--- config.mk ---
export PLATFORM = sky130hd
export DESIGN_NAME = usb_ep_data_buffer
export DESIGN_NICKNAME = d
export VERILOG_FILES = /design/src/rtl/usb_buf_pkg.sv /design/src/rtl/usb_ep_fifo.sv /design/src/rtl/usb_ep_data_buffer.sv
export SDC_FILE = /design/constraint.sdc
export NUM_CORES = 2
export LEC_CHECK = 0
export ABC_AREA = 1
export ABC_CLOCK_PERIOD_IN_PS = 6300
export BUFFER_PORTS_ARGS = -buffer_cell sky130_fd_sc_hd__buf_2
export CELL_PAD_IN_SITES_DETAIL_PLACEMENT = 1
export CELL_PAD_IN_SITES_GLOBAL_PLACEMENT = 2
export CORE_ASPECT_RATIO = 1.75
export CORE_UTILIZATION = 34
export DETAILED_ROUTE_END_ITERATION = 12
export GPL_TIMING_DRIVEN = 0
export PLACE_DENSITY = 0.66
export SETUP_SLACK_MARGIN = 0.2
export SLEW_MARGIN = 20
export SYNTH_ARGS = -nofsm -noshare
export SYNTH_HDL_FRONTEND = slang
export SYNTH_SLANG_ARGS = --single-unit
--- constraint.sdc ---
create_clock -name clk -period 6.3 [get_ports clk]
set_clock_uncertainty 0.15 [all_clocks]
set_input_delay 0.315 -clock clk [delete_from_list [all_inputs] [get_ports clk]]
set_output_delay 0.315 -clock clk [all_outputs]
set_load 0.05 [all_outputs]
--- src/rtl/usb_buf_pkg.sv ---
// Shared types and helpers for the multi-endpoint USB data buffer.
package usb_buf_pkg;

    typedef logic [7:0] usb_byte_t;

    // Width of an endpoint select; never narrower than one bit.
    function automatic int unsigned ep_w(input int unsigned num_ep);
        return (num_ep > 1) ? $clog2(num_ep) : 1;
    endfunction

endpackage

--- src/rtl/usb_ep_fifo.sv ---
// Single-endpoint circular byte FIFO with fall-through head and clear.
module usb_ep_fifo
    import usb_buf_pkg::*;
#(
    parameter int unsigned DEPTH = 64,
    localparam int unsigned OCC_W = $clog2(DEPTH + 1),
    localparam int unsigned PTR_W = $clog2(DEPTH)
) (
    input  logic             clk,
    input  logic             n_rst,
    input  logic             push,
    input  logic             pop,
    input  usb_byte_t        din,
    input  logic             clr,
    output usb_byte_t        dout,
    output logic [OCC_W-1:0] count,
    output logic             full,
    output logic             empty
);

    usb_byte_t        mem_q [DEPTH];
    logic [PTR_W-1:0] wr_ptr_q, wr_ptr_d;
    logic [PTR_W-1:0] rd_ptr_q, rd_ptr_d;
    logic [OCC_W-1:0] count_q, count_d;
    logic             pop_ok;
    logic             push_ok;
    logic             wr_en;

    assign empty = (count_q == '0);
    assign full  = (count_q == OCC_W'(DEPTH));
    assign count = count_q;
    assign dout  = empty ? 8'h00 : mem_q[rd_ptr_q];

    // Accept pop when data exists; a same-cycle pop frees a slot for a push at full.
    always_comb begin
        pop_ok   = pop && !empty;
        push_ok  = push && (!full || pop_ok);
        wr_en    = push_ok && !clr;
        wr_ptr_d = wr_ptr_q;
        rd_ptr_d = rd_ptr_q;
        count_d  = count_q;
        if (clr) begin
            wr_ptr_d = '0;
            rd_ptr_d = '0;
            count_d  = '0;
        end else begin
            if (push_ok) wr_ptr_d = wr_ptr_q + PTR_W'(1);
            if (pop_ok)  rd_ptr_d = rd_ptr_q + PTR_W'(1);
            case ({push_ok, pop_ok})
                2'b10:   count_d = count_q + OCC_W'(1);
                2'b01:   count_d = count_q - OCC_W'(1);
                default: count_d = count_q;
            endcase
        end
    end

    // Pointer and count registers.
    always_ff @(posedge clk) begin
        if (!n_rst) begin
            wr_ptr_q <= '0;
            rd_ptr_q <= '0;
            count_q  <= '0;
        end else begin
            wr_ptr_q <= wr_ptr_d;
            rd_ptr_q <= rd_ptr_d;
            count_q  <= count_d;
        end
    end

    // Byte storage; contents are don't-care after reset.
    always_ff @(posedge clk) begin
        if (wr_en) mem_q[wr_ptr_q] <= din;
    end

endmodule

--- src/rtl/usb_ep_data_buffer.sv ---
// Multi-endpoint USB data buffer: per-EP FIFOs shared by the USB engines and the AHB side.
module usb_ep_data_buffer
    import usb_buf_pkg::*;
#(
    parameter int unsigned NUM_EP = 4,
    parameter int unsigned DEPTH  = 64,
    localparam int unsigned OCC_W = $clog2(DEPTH + 1),
    localparam int unsigned EPW   = ep_w(NUM_EP)
) (
    input  logic                    clk,
    input  logic                    n_rst,
    input  logic [EPW-1:0]          usb_ep,
    input  logic                    store_rx_packet_data,
    input  logic [7:0]              rx_packet_data,
    input  logic                    get_tx_packet_data,
    output logic [7:0]              tx_packet_data,
    input  logic                    flush,
    input  logic [EPW-1:0]          ahb_ep,
    input  logic                    store_tx_data,
    input  logic [7:0]              tx_data,
    input  logic                    get_rx_data,
    output logic [7:0]              rx_data,
    input  logic                    clear,
    output logic [OCC_W-1:0]        buffer_occupancy,
    output logic [OCC_W-1:0]        ahb_occupancy,
    output logic [NUM_EP*OCC_W-1:0] ep_occupancy,
    output logic                    overflow,
    output logic                    underflow
);

    logic [NUM_EP-1:0] push_v, pop_v, clr_v, full_v, empty_v;
    usb_byte_t         din_v   [NUM_EP];
    usb_byte_t         dout_v  [NUM_EP];
    logic [OCC_W-1:0]  count_v [NUM_EP];
    logic              usb_vld, ahb_vld;
    logic              overflow_q, overflow_d;
    logic              underflow_q, underflow_d;

    assign usb_vld   = (32'(usb_ep) < NUM_EP);
    assign ahb_vld   = (32'(ahb_ep) < NUM_EP);
    assign overflow  = overflow_q;
    assign underflow = underflow_q;

    // Decode selects, arbitrate same-EP collisions (USB side wins) and derive error pulses.
    always_comb begin
        logic u_hit, a_hit, u_push, a_push, u_pop, a_pop, pop_ok;
        push_v      = '0;
        pop_v       = '0;
        clr_v       = '0;
        overflow_d  = (store_rx_packet_data && !usb_vld) || (store_tx_data && !ahb_vld);
        underflow_d = (get_tx_packet_data && !usb_vld) || (get_rx_data && !ahb_vld);
        for (int unsigned e = 0; e < NUM_EP; e++) begin
            u_hit     = usb_vld && (usb_ep == EPW'(e));
            a_hit     = ahb_vld && (ahb_ep == EPW'(e));
            u_push    = store_rx_packet_data && u_hit;
            a_push    = store_tx_data && a_hit;
            u_pop     = get_tx_packet_data && u_hit;
            a_pop     = get_rx_data && a_hit;
            clr_v[e]  = (flush && u_hit) || (clear && a_hit);
            push_v[e] = !clr_v[e] && (u_push || a_push);
            pop_v[e]  = !clr_v[e] && (u_pop || a_pop);
            din_v[e]  = u_push ? rx_packet_data : tx_data;
            pop_ok    = pop_v[e] && !empty_v[e];
            if (!clr_v[e]) begin
                if ((u_push && a_push) || (push_v[e] && full_v[e] && !pop_ok)) overflow_d = 1'b1;
                if ((u_pop && a_pop) || (pop_v[e] && empty_v[e]))              underflow_d = 1'b1;
            end
        end
    end

    // One FIFO per endpoint.
    for (genvar g = 0; g < NUM_EP; g++) begin : g_ep
        usb_ep_fifo #(.DEPTH(DEPTH)) u_fifo (
            .clk   (clk),
            .n_rst (n_rst),
            .push  (push_v[g]),
            .pop   (pop_v[g]),
            .din   (din_v[g]),
            .clr   (clr_v[g]),
            .dout  (dout_v[g]),
            .count (count_v[g]),
            .full  (full_v[g]),
            .empty (empty_v[g])
        );
    end

    // Route head bytes and registered counts of the selected endpoints.
    always_comb begin
        tx_packet_data   = 8'h00;
        rx_data          = 8'h00;
        buffer_occupancy = '0;
        ahb_occupancy    = '0;
        ep_occupancy     = '0;
        for (int unsigned e = 0; e < NUM_EP; e++) begin
            if (usb_vld && (usb_ep == EPW'(e))) begin
                tx_packet_data   = dout_v[e];
                buffer_occupancy = count_v[e];
            end
            if (ahb_vld && (ahb_ep == EPW'(e))) begin
                rx_data       = dout_v[e];
                ahb_occupancy = count_v[e];
            end
            ep_occupancy[e*OCC_W +: OCC_W] = count_v[e];
        end
    end

    // Single-cycle error pulse registers.
    always_ff @(posedge clk) begin
        if (!n_rst) begin
            overflow_q  <= 1'b0;
            underflow_q <= 1'b0;
        end else begin
            overflow_q  <= overflow_d;
            underflow_q <= underflow_d;
        end
    end

endmodule

==> results.yml <==
drt:
  average_via_count_per_standard_cell: 5.624
  drc_errors: 0
  wirelength_um: 382900
  drtIter0Drc: 5452
  routed-wl-met3_um: 18410
  route.met2.wl_um: 194600
  average_wire_per_cell_in_the_routed_design_um: 33.35
  top_layer_in_use: "met5"
  dr_total_vias: 64580
  ant_nets: 0
  wl_met1_um: 141900
  first_pass_iters: 5
min_path:
  worstHoldPathType: "input port to register"
  worst_hold_path_cells: 3
  min_from: "n_rst"
  min_delay_worst_endpoint: "underflow"
floorplan:
  core_area_um2: 258700
  start_util: 0.3419
  floorplan.die.width_um: 387.6
  rows: 247
  dieArea_um2: 262300
  io-pin-count: 88
  die_h_um: 676.7
final_layout:
  nNetsFinal: 7991
  layout.cells.most_common: "sky130_fd_sc_hd__edfxtp_1"
  top_library_cells_by_usage_in_the_layout_fill_and_taps_aside: "sky130_fd_sc_hd__edfxtp_1, sky130_fd_sc_hd__nand2_1, sky130_fd_sc_hd__nor2_1"
  flow.area_growth_from_synthesis_pct: 16.32
  final_layout_size_suffix_gt1_frac: 0.08637
  finish.instance_area_um2: 102900
clock_network:
  clock-sinks: 2150
  clk-insertion-delay-late_ns: 0.90
  clk_pin_slew_ns: 0.07
  numCtsBuffers: 210
  ctsHtreeMaxLevel: 4
  cts_tree: "yes"
  cts_resized: 0
  cts_buffer_depth: 4
  buffer_cell_driving_the_clock_tree_root: "sky130_fd_sc_hd__clkbuf_16"
logic_synthesis:
  synthDominantCellAreaShare: 0.6953
  syn-cell-area_um2: 88450
  syn_nets: 7579
  yosys_most_used_dff: "sky130_fd_sc_hd__edfxtp_1"
  synth-seq-area-share: 0.7184
  synthesis.instances: 7538
  synthDistinctLibCells: 51
  yosys_register_bits: 2150
  synthesis.yosys.warnings: 0
  synth_edf_count: 2048
  yosysTopAreaCell: "sky130_fd_sc_hd__edfxtp_1"
  synthTopCellsByArea: "sky130_fd_sc_hd__edfxtp_1, sky130_fd_sc_hd__nand2_1, sky130_fd_sc_hd__nor2_1, sky130_fd_sc_hd__nand3_1, sky130_fd_sc_hd__o21ai_0"
  synth_async_sr_flop_share: 0
  avgSynthCellArea_um2: 11.73
place:
  gp_congestion: 0.9623
  io_buffers: 86
  dp.final_hpwl_um: 282000
  placedInstanceArea_um2: 95900
sta:
  max_freq_ghz: 0.1644
  rsz0062_at_grt: "no"
  setup_tns_ns: 0
  period_share: 0.9653
  finalHoldViolCount: 0
  relSlewSlack: 0.1965
  post-route-min-period_ns: 6.082
  final_max_slew_viol_count: 0
  timing_worst_slew_pin_value_ns: 1.201
  setup_violations: 0
critical_path:
  crit_path_end_kind: "output port"
  critical_path.max_fanout: 10
  wp_data_required_ns: 5.83
  crit_path_start_kind: "register"
  critPathKind: "register to output port"
  rrSetupSlack_ns: 2.29
  worst_r2r_path_depth: 8
  rr_startpoint: "g_ep[0].u_fifo.count[2]"
  worst-endpoint-arrival_ns: 5.62
  r2r-end: "g_ep[0].u_fifo.mem_q[60][1]"
global_routing:
  initial_antenna_violation_count: 11
  grt_start_max_net_pins: 33
  grt-ovfl-total: 0
  grt_first_pass_wirelength_um: 525000
  grt_overall_usage: 0.2860
  vias_in_the_first_global_route: 67050
pwr:
  power.ir.vdd_worst_uv: 242.9
  static-leakage-power_nw: 34.56
  pwr_density_cell_nw_per_um2: 307.0
flow_run:
  cap_violations: 0
status:
  outcome: "finished, final reports clean"
cell type report:
type	instances	area, µm²
Tap cell	3361	4205
Fill cell	27440	155800
Timing Repair Buffer	200	2867
Clock buffer	268	5756
Sequential cell	2150	63540
Antenna cell	5	12.51
Buffer	463	1810
Multi-Input combinational cell	4740	22970
Clock inverter	110	1031
Inverter	185	694.4
state kept, by name, indices dropped and copies added, names as in the netlist, named ones only:
signal and flops:
g_ep.u_fifo.rd_ptr_q 24, overflow 1, g_ep.u_fifo.wr_ptr_q 24, underflow 1, g_ep.u_fifo.count 28, g_ep.u_fifo.mem_q 2048
power by group:
group | internal, mW | switching [mW] | total [mW]
sequential | 15.8 | 0.0707 | 15.8
clock | 7.19 | 5.75 | 12.9
combinational | 0.626 | 2.18 | 2.81
total | 23.6 | 8.00 | 31.6
synthesized netlist by cell type, types with 5 or more instances:
cell type	count
sky130_fd_sc_hd__o21ai_0	677
sky130_fd_sc_hd__nand4_1	42
sky130_fd_sc_hd__nand2_2	19
sky130_fd_sc_hd__inv_1	160
sky130_fd_sc_hd__nand3_1	742
sky130_fd_sc_hd__edfxtp_1	2048
sky130_fd_sc_hd__a31oi_1	5
sky130_fd_sc_hd__nor2_1	1143
sky130_fd_sc_hd__clkbuf_1	364
sky130_fd_sc_hd__a211oi_1	7
sky130_fd_sc_hd__a21oi_1	333
sky130_fd_sc_hd__nand2_1	1255
sky130_fd_sc_hd__nor3_1	44
sky130_fd_sc_hd__buf_2	37
sky130_fd_sc_hd__nor2_4	10
sky130_fd_sc_hd__a221oi_1	8
sky130_fd_sc_hd__o31ai_1	142
sky130_fd_sc_hd__inv_2	23
sky130_fd_sc_hd__o21a_1	7
sky130_fd_sc_hd__nor4_1	6
sky130_fd_sc_hd__ha_1	13
sky130_fd_sc_hd__buf_1	58
sky130_fd_sc_hd__dfxtp_1	102
sky130_fd_sc_hd__o221ai_1	152
sky130_fd_sc_hd__o211ai_1	78
worst max-delay path, cell delays in order, from the launching register on:
cell and delay, ns:
sky130_fd_sc_hd__dfxtp_1 0.30, sky130_fd_sc_hd__clkbuf_1 0.66, sky130_fd_sc_hd__clkbuf_1 0.52, sky130_fd_sc_hd__buf_1 0.72, sky130_fd_sc_hd__a21oi_1 0.10, sky130_fd_sc_hd__o31ai_1 0.83
sky130_fd_sc_hd__nand3_1 0.20, sky130_fd_sc_hd__nand3_1 0.15, sky130_fd_sc_hd__nand2_1 0.42, sky130_fd_sc_hd__nand3_1 0.22, sky130_fd_sc_hd__nand4_1 0.27, sky130_fd_sc_hd__buf_2 0.31
layer usage:
metal	up-vias	track usage
li1	28130	-
met1	33200	0.3222
met2	2284	0.5101
met3	956	0.03513
met4	4	0.1811
met5	-	0
worst max path at each step:
stage / from / end / slack, ns / cells past startpoint
after floorplan: usb_ep[1] / g_ep[1].u_fifo.mem_q[0][0] / 1.86 / 5
after global placement: usb_ep[1] / g_ep[0].u_fifo.mem_q[63][3] / -3.93 / 5
after detailed placement: register / rx_data[7] / 1.31 / 11
after CTS: register / rx_data[7] / 0.35 / 11
after global routing: register / rx_data[7] / 0.27 / 11
final: register / tx_packet_data[7] / 0.22 / 11
cells by family (layout without fill, tap and decap cells):
group / count (synthesis) / after routing / share of synthesized area
buf+inv: 648 / 1226 / 0.02828
xor+xnor: 4 / 4 / 0.0003962
compound gates: 1435 / 1435 / 0.09564
simple gates: 3288 / 3288 / 0.1554
flops: 2150 / 2150 / 0.7184
other cells: 0 / 5 / 0
fa+ha+maj: 13 / 13 / 0.001839
per-stage QoR:
stage	worst slack, ns	util	total power [mW]	hold slack [ns]	instances
floorplan	1.857	-	17.42	0.3043	7538
global placement	-3.934	0.3599	18.76	0.3243	10990
detailed placement	1.306	0.3707	18.92	0.3257	11080
CTS	0.3462	0.3976	31.69	0.08106	11480
global route	0.2659	0.3977	32.21	0.1464	11480
finish	0.2184	0.3977	31.58	0.1416	11480
repair_timing:
| action | CTS | global route |
|---|---|---|
| setup buffers | 0 | 0 |
| endpoints found under the hold margin | 452 | 0 |
| hold buffers | 16 | 0 |
No activity file was read; power rests on OpenSTA's default activity.
